==> src/rtl/mem_sequencer.sv <==
// Shares one single-ported memory between instruction fetch and load/store
// traffic, pulsing cpu_step once per committed instruction.
module mem_sequencer #(
  parameter logic [31:0] NOP_INST = 32'h00000013,
  parameter int unsigned TIMEOUT  = 255
) (
  input  logic        clock,
  input  logic        reset,
  input  logic [31:0] cpu_pc,
  input  logic        cpu_load,
  input  logic        cpu_store,
  input  logic [31:0] cpu_address,
  input  logic [31:0] cpu_store_data,
  output logic [31:0] cpu_inst,
  output logic [31:0] cpu_load_data,
  output logic        cpu_step,
  output logic        mem_req,
  output logic        mem_we,
  output logic [31:0] mem_addr,
  output logic [31:0] mem_wdata,
  input  logic [31:0] mem_rdata,
  input  logic        mem_ack,
  output logic        bus_err
);

  localparam int unsigned CNT_W = (TIMEOUT > 0) ? $clog2(TIMEOUT + 1) : 1;
  localparam logic [CNT_W-1:0] CNT_MAX = '1;

  typedef enum logic [2:0] {
    S_IDLE,
    S_FETCH,
    S_EXEC,
    S_DATA,
    S_COMMIT,
    S_HALT
  } state_t;

  state_t           r_state;
  state_t           w_next;
  logic [CNT_W-1:0] r_cnt;
  logic             w_busy;
  logic             w_expire;

  assign w_busy   = (r_state == S_FETCH) || (r_state == S_DATA);
  // Expire on the cycle the counter would reach TIMEOUT, so HALT follows
  // exactly TIMEOUT unacknowledged request cycles.
  assign w_expire = (TIMEOUT != 0) && !mem_ack && ((32'(r_cnt) + 32'd1) >= TIMEOUT);
  assign bus_err  = (r_state == S_HALT);

  // NOTE: sequential state uses non-blocking assignments only.
  always_ff @(posedge clock or posedge reset) begin
    if (reset) begin
      r_state <= S_IDLE;
    end else begin
      r_state <= w_next;
    end
  end

  always_ff @(posedge clock or posedge reset) begin
    if (reset) begin
      r_cnt <= '0;
    end else if (w_busy && !mem_ack) begin
      if (r_cnt != CNT_MAX) begin
        r_cnt <= r_cnt + CNT_W'(1);
      end
    end else begin
      r_cnt <= '0;
    end
  end

  always_comb begin
    // NOTE: every output gets a default first so no latch is inferred.
    w_next    = r_state;
    mem_req   = 1'b0;
    mem_we    = 1'b0;
    mem_addr  = '0;
    mem_wdata = '0;
    cpu_step  = 1'b0;
    case (r_state)
      S_IDLE: w_next = S_FETCH;
      S_FETCH: begin
        mem_req  = 1'b1;
        mem_addr = cpu_pc;
        if (mem_ack) begin
          w_next = S_EXEC;
        end else if (w_expire) begin
          w_next = S_HALT;
        end
      end
      S_EXEC: begin
        if (cpu_store || cpu_load) begin
          w_next = S_DATA;
        end else begin
          cpu_step = 1'b1;
          w_next   = S_FETCH;
        end
      end
      S_DATA: begin
        mem_req   = 1'b1;
        mem_we    = cpu_store;
        mem_addr  = cpu_address;
        mem_wdata = cpu_store ? cpu_store_data : '0;
        if (mem_ack) begin
          w_next = S_COMMIT;
        end else if (w_expire) begin
          w_next = S_HALT;
        end
      end
      S_COMMIT: begin
        cpu_step = 1'b1;
        w_next   = S_FETCH;
      end
      S_HALT:  w_next = S_HALT;
      default: w_next = S_IDLE;
    endcase
  end

  // Store wins over load, so a simultaneous load never updates load data.
  always_ff @(posedge clock or posedge reset) begin
    if (reset) begin
      cpu_inst      <= NOP_INST;
      cpu_load_data <= '0;
    end else begin
      if (r_state == S_FETCH && mem_ack) begin
        cpu_inst <= mem_rdata;
      end
      if (r_state == S_DATA && mem_ack && cpu_load && !cpu_store) begin
        cpu_load_data <= mem_rdata;
      end
    end
  end

endmodule

==> config.mk <==
export PLATFORM = sky130hd
export DESIGN_NAME = mem_sequencer
export DESIGN_NICKNAME = d
export VERILOG_FILES = /design/src/rtl/mem_sequencer.sv
export SDC_FILE = /design/constraint.sdc
export NUM_CORES = 1
export LEC_CHECK = 0
export CAP_MARGIN = 10
export CELL_PAD_IN_SITES_DETAIL_PLACEMENT = 1
export CELL_PAD_IN_SITES_GLOBAL_PLACEMENT = 1
export CORE_MARGIN = 2
export CORE_UTILIZATION = 23
export CTS_CLUSTER_SIZE = 40
export DETAILED_ROUTE_END_ITERATION = 16
export PLACE_DENSITY_LB_ADDON = 0.12
export SLEW_MARGIN = 40
export SYNTH_ARGS = -nofsm -noshare
export SYNTH_HDL_FRONTEND = slang
export SYNTH_SLANG_ARGS = --single-unit
==> constraint.sdc <==
create_clock -name clock -period 2.1 [get_ports clock]
set_input_delay 0.21 -clock clock [delete_from_list [all_inputs] [get_ports clock]]
set_output_delay 0.21 -clock clock [all_outputs]
set_load 0.02 [all_outputs]
Word level (Yosys, flattened, before mapping)
Index checks and enable logic that the tools add are counted.

word-level totals
  register bits after elaboration = 75
  bits of input ports = 133

cells by class
  equality and inequality tests = 7
  mux-type cells = 14
  $lt $le $gt $ge = 1
  reduce and logical (&&, ||, !) cells = 13
  $add $sub $neg = 2

operators by type and width
  cell                                                                                 number
  32-bit 2-to-1 mux                                                                    2
  32-bit case mux with 2 select lines                                                  1
  8-bit 2-to-1 mux                                                                     2
  3-bit case mux with 5 select lines                                                   1
  8-bit by 1-bit adder with 9-bit output, second input constant                        1
  9-bit by 8-bit greater-or-equal comparator with 1-bit output, second input constant  1
  3-bit 2-to-1 mux                                                                     3
  8-bit by 1-bit adder with 8-bit output, second input constant                        1
  8-bit inequality test, second input constant                                         1
  3-bit by 2-bit == test with 1-bit output, second input constant                      2
  3-bit == test, second input constant                                                 2
  1-bit logical AND                                                                    6
  2-bit OR reduction                                                                   2
  3-bit by 1-bit == test with 1-bit output, second input constant                      1
  3-bit zero test                                                                      1
  1-bit 2-to-1 mux                                                                     3
  1-bit zero test                                                                      2
  1-bit logical OR                                                                     2
  2-bit 2-to-1 mux                                                                     1
  2-bit by 1-bit inequality test with 1-bit output, second input constant              1
  1-bit case mux with 2 select lines                                                   1

Longest topological paths before layout
  depth after elaboration = 6
  mapped depth = 7
  depth with buffers taken out = 6

Least setup slack after synthesis
OpenSTA, ideal clock, no wires.

  path kind = reg-to-output
  start = register r_state[2]
  end = output port mem_wdata[22]
  path buffers = 2
  arrival = 1659 ps
  setup slack = 231 ps
  required time = 1890 ps
  cell stages (with the launch flop) = 7
  path through = dfrtp_1 -> nand2b_1 -> buf_6 -> clkinv_2 -> and3_1 -> clkbuf_1 -> and2_1

on the way
  word-level cells in the longest chain between the ends = 2

RTL lines
  element                                   RTL line  RTL
  start, declared                           38        state_t r_state;
  start signal, assigned                    55        r_state <= w_next;
  3-bit by 2-bit == test with 1-bit output  79        case (r_state)
  32-bit 2-to-1 mux                         79
  end, declared                             20        output logic [31:0] mem_wdata,

No other way between the ends.

Worst setup path after layout
  start = register r_state[2]
  end = output port mem_wdata[1]

The elaborated chain is that of the path after synthesis.

==> results.py <==
metrics = {
    "outcome": {
        "outcome": "finished clean",
    },
    "cts": {
        "cts_root_buffer": "clkbuf_16",
        "cts_tree": "yes",
        "clk_pin_slew_ps": 60,
        "clkLatencyLatePin_ps": 330,
        "numCtsBuffers": 9,
        "htree_levels": 3,
        "cts_sinks": 75,
        "clockBufferDepth": 2,
    },
    "route": {
        "detail-route-antenna-nets": 0,
        "drt_first_iter_violations": 59,
        "route.vias.total": 3584,
        "drt_first_pass_iters": 4,
        "wl_per_cell_um": 18.4,
        "wl_um": 15300,
        "routed_via_density": 4.33,
        "drc_errors": 0,
    },
    "yosys": {
        "ys_warn_count": 0,
        "muxShareOfSynthArea_pct": 27.4,
        "synth-main-ff-cell": "dfrtp_1",
        "netlist.area_leader.share_pct": 47.4,
        "async_flop_share_pct": 100,
        "synth_nets": 463,
        "syn_area_per_cell_sq_um": 11.6,
        "synth_area_leaders": "dfrtp_1, mux2_2, mux2i_1, and2_1, nor2_1",
        "yosysTopAreaCell": "dfrtp_1",
        "synth_compound_area_share_pct": 2.73,
        "ys_seq_area_share_pct": 49.4,
        "synthesis.area_sq_um": 3800,
        "synth_fa_ha_area_share_pct": 0.658,
        "synth.ff_latch_count": 75,
        "synth_top_family_by_area": "multiplexers",
        "yosys.area_share.simple_pct": 14.7,
        "synth_edf_count": 0,
        "postSynthCellCount": 328,
        "ys_types": 40,
        "synth_xor_xnor_area_share_pct": 1.84,
    },
    "sta": {
        "max_slew_margin_pct": 64.2,
        "final.setup_skew_ps": 4.98,
        "rsz0062_at_grt": "no",
        "tns_ps": 0,
        "post-route-min-period_ps": 2000,
        "hold_viol_final": 0,
        "fin_crit_sh_pct": 95.1,
        "setup_ws_ps": 103,
        "setup_violations": 0,
        "drv_slew": 0,
        "worst_pin_slew_ps": 536,
        "max_freq_mhz": 501,
    },
    "floorplan": {
        "initial_core_util_pct": 23.3,
        "die_area_sq_um": 17600,
        "die_w_um": 133,
        "fp.dieH_um": 133,
        "io-pin-count": 265,
        "num_rows": 47,
        "core_area_sq_um": 16300,
    },
    "pwr": {
        "p_clk_share_pct": 16.1,
        "p_int_uw": 5880,
        "irDropWorstVdd_v": 0.000624,
        "seqPwrFrac_pct": 25.4,
        "p_switching_uw": 3920,
        "power.total_uw": 9810,
        "power_frac_comb_pct": 58.4,
        "p_leak_uw": 0.00311,
        "swShare_pct": 40.0,
        "p_per_area_nw_per_um2": 1380,
    },
    "placement": {
        "preCtsSetupSlack_ps": 10.3,
        "hpwl_um": 11800,
        "placed_area_sq_um": 6800,
        "numPortBuffers": 264,
        "place_congestion": 0.846,
    },
    "global_route": {
        "track_usage_pct": 17.2,
        "grt_pass1_vias": 3894,
        "grt_pass1_wl_um": 23500,
        "antenna_found_initial": 0,
        "grt_max_degree": 35,
        "grt_overflow": 0,
    },
    "finish": {
        "fin_area_sq_um": 7100,
        "syn2layout_area_growth_pct": 86.7,
        "register_area_sq_um": 1880,
        "fillers": 1841,
        "drive_gt1_share_pct": 18.3,
        "layout.nets": 737,
        "multi_input_area_sq_um": 1810,
        "diodes": 0,
    },
    "worst_hold_path": {
        "hp-class": "input port to async pin",
    },
    "critical_path": {
        "worstSetupStartpointType": "flop",
        "critPathMaxStageDelay_ps": 370,
        "cp_cell_sequence": "nand2b_1 > clkinv_2 > and3_1 > buf_12 > and2_1 > dlygate4sd2_1",
        "critical_path_peak_fanout": 33,
        "crit_arrival_ps": 1790,
        "end_kind": "output pin",
        "cp_slowest_cell": "dfrtp_1",
        "critPathRequiredTime_ps": 1890,
        "path_class": "flop to output pin",
    },
    "run": {
        "maxCapViolations": 0,
    },
}
-- cell usage after synthesis, types with 4 or more instances --
library cell  number
a21oi_1            5
mux2_2            60
and2_1            33
nand2_1            7
nand3_1            5
nor2_1            41
mux2_1             4
mux2i_1           32
o21ai_0            5
buf_6              4
xor2_1             5
dfrtp_1           72
buf_2              6
clkbuf_1           8
-- worst max-delay path, delay by kind of cell, from the launching register on --
| kind | cells | cell delay, ps |
|---|---|---|
| buffers and inverters | 3 | 570 |
| AND/OR/NAND/NOR | 3 | 510 |
| flip-flops | 1 | 370 |
-- layout by cell type, fill, tap and decap left out, types with 2 or more instances in the layout --
master / n
a21oi_1: 5
and2_1: 33
and3_1: 2
and3_2: 2
buf_12: 6
buf_4: 11
clkbuf_16: 10
clkdlybuf4s15_1: 9
clkdlybuf4s50_1: 198
clkinvlp_4: 3
dfrtp_1: 71
dfstp_2: 3
dlygate4sd2_1: 56
inv_1: 2
inv_6: 3
mux2_1: 4
mux2_2: 60
mux2i_1: 32
nand2_1: 7
nand2b_1: 2
nand3_1: 5
nand4_1: 2
nor2_1: 40
nor3_1: 3
nor3b_1: 2
o21ai_0: 5
or2_2: 2
xnor2_1: 3
xor2_1: 5
-- final cells by class --
type | instances | share of cell area [%]
clock buffer | 10 | 3.37
clock inverter | 6 | 1.00
inverter | 4 | 0.282
multi-input combinational | 230 | 25.5
sequential | 75 | 26.5
tap | 220 | 3.88
timing repair buffer | 282 | 39.5
-- through the flow --
step	util [%]	hold slack (ps)	std cells
after global placement	41.6	473	808
final	43.4	279	827
after global routing	43.4	319	827
after CTS	43.1	277	824
after floorplan	-	312	328
after detailed placement	41.6	476	808
-- repair_timing --
| item | in CTS | in global routing |
|---|---|---|
| gates cloned | 0 | 1 |
| resized for setup | 68 | 12 |
| hold buffers | 0 | 0 |
| endpoints found under the setup margin | 66 | 12 |
| setup buffers | 0 | 2 |
-- power by group through the flow --
stage	Combinational, uW	Sequential, uW	Clock (uW)
after floorplan	2250	3240	0
after global placement	5930	2470	0
after detailed placement	6000	2510	0
after CTS	5740	2510	1660
after global routing	6090	2600	1720
final	5730	2490	1580
-- worst paths after layout --
kind | start | endpoint | slack, ps | depth (start not counted)
worst max-delay path | r_state[2] | mem_wdata[1] | 100 | 6
worst min-delay path | reset | cpu_inst[24] | 280 | 2
worst max register to register | r_cnt[1] | r_state[1] | 200 | 6
worst min register to register | cpu_load_data[0] | cpu_load_data[0] | 490 | 1
max in group asynchronous | reset | cpu_inst[0] | 1260 | 3
min in group clock | cpu_load_data[0] | cpu_load_data[0] | 490 | 1
-- flip-flops by register name (all words and copies together), names as in the netlist --
register       count
r_state            3
cpu_inst          32
r_cnt              8
cpu_load_data     32
-- per-layer routing --
metal,wire length [um],track usage (%),vias to the layer above
met1,6070,19.4,1730
li1,-,-,1674
met3,1410,6.63,17
met2,7470,29.8,163
met4,308,5.73,0
met5,0,0,-
-- kinds of logic (layout without fill, tap and decap cells) --
| family | Yosys count | in the layout |
|---|---|---|
| fa+ha+maj | 2 | 2 |
| simple gates | 107 | 107 |
| compound gates | 17 | 17 |
| xor+xnor | 8 | 8 |
| buf+inv | 23 | 302 |
| flops | 75 | 75 |
| mux | 96 | 96 |
Note: power is estimated with default switching activity, not from simulation.
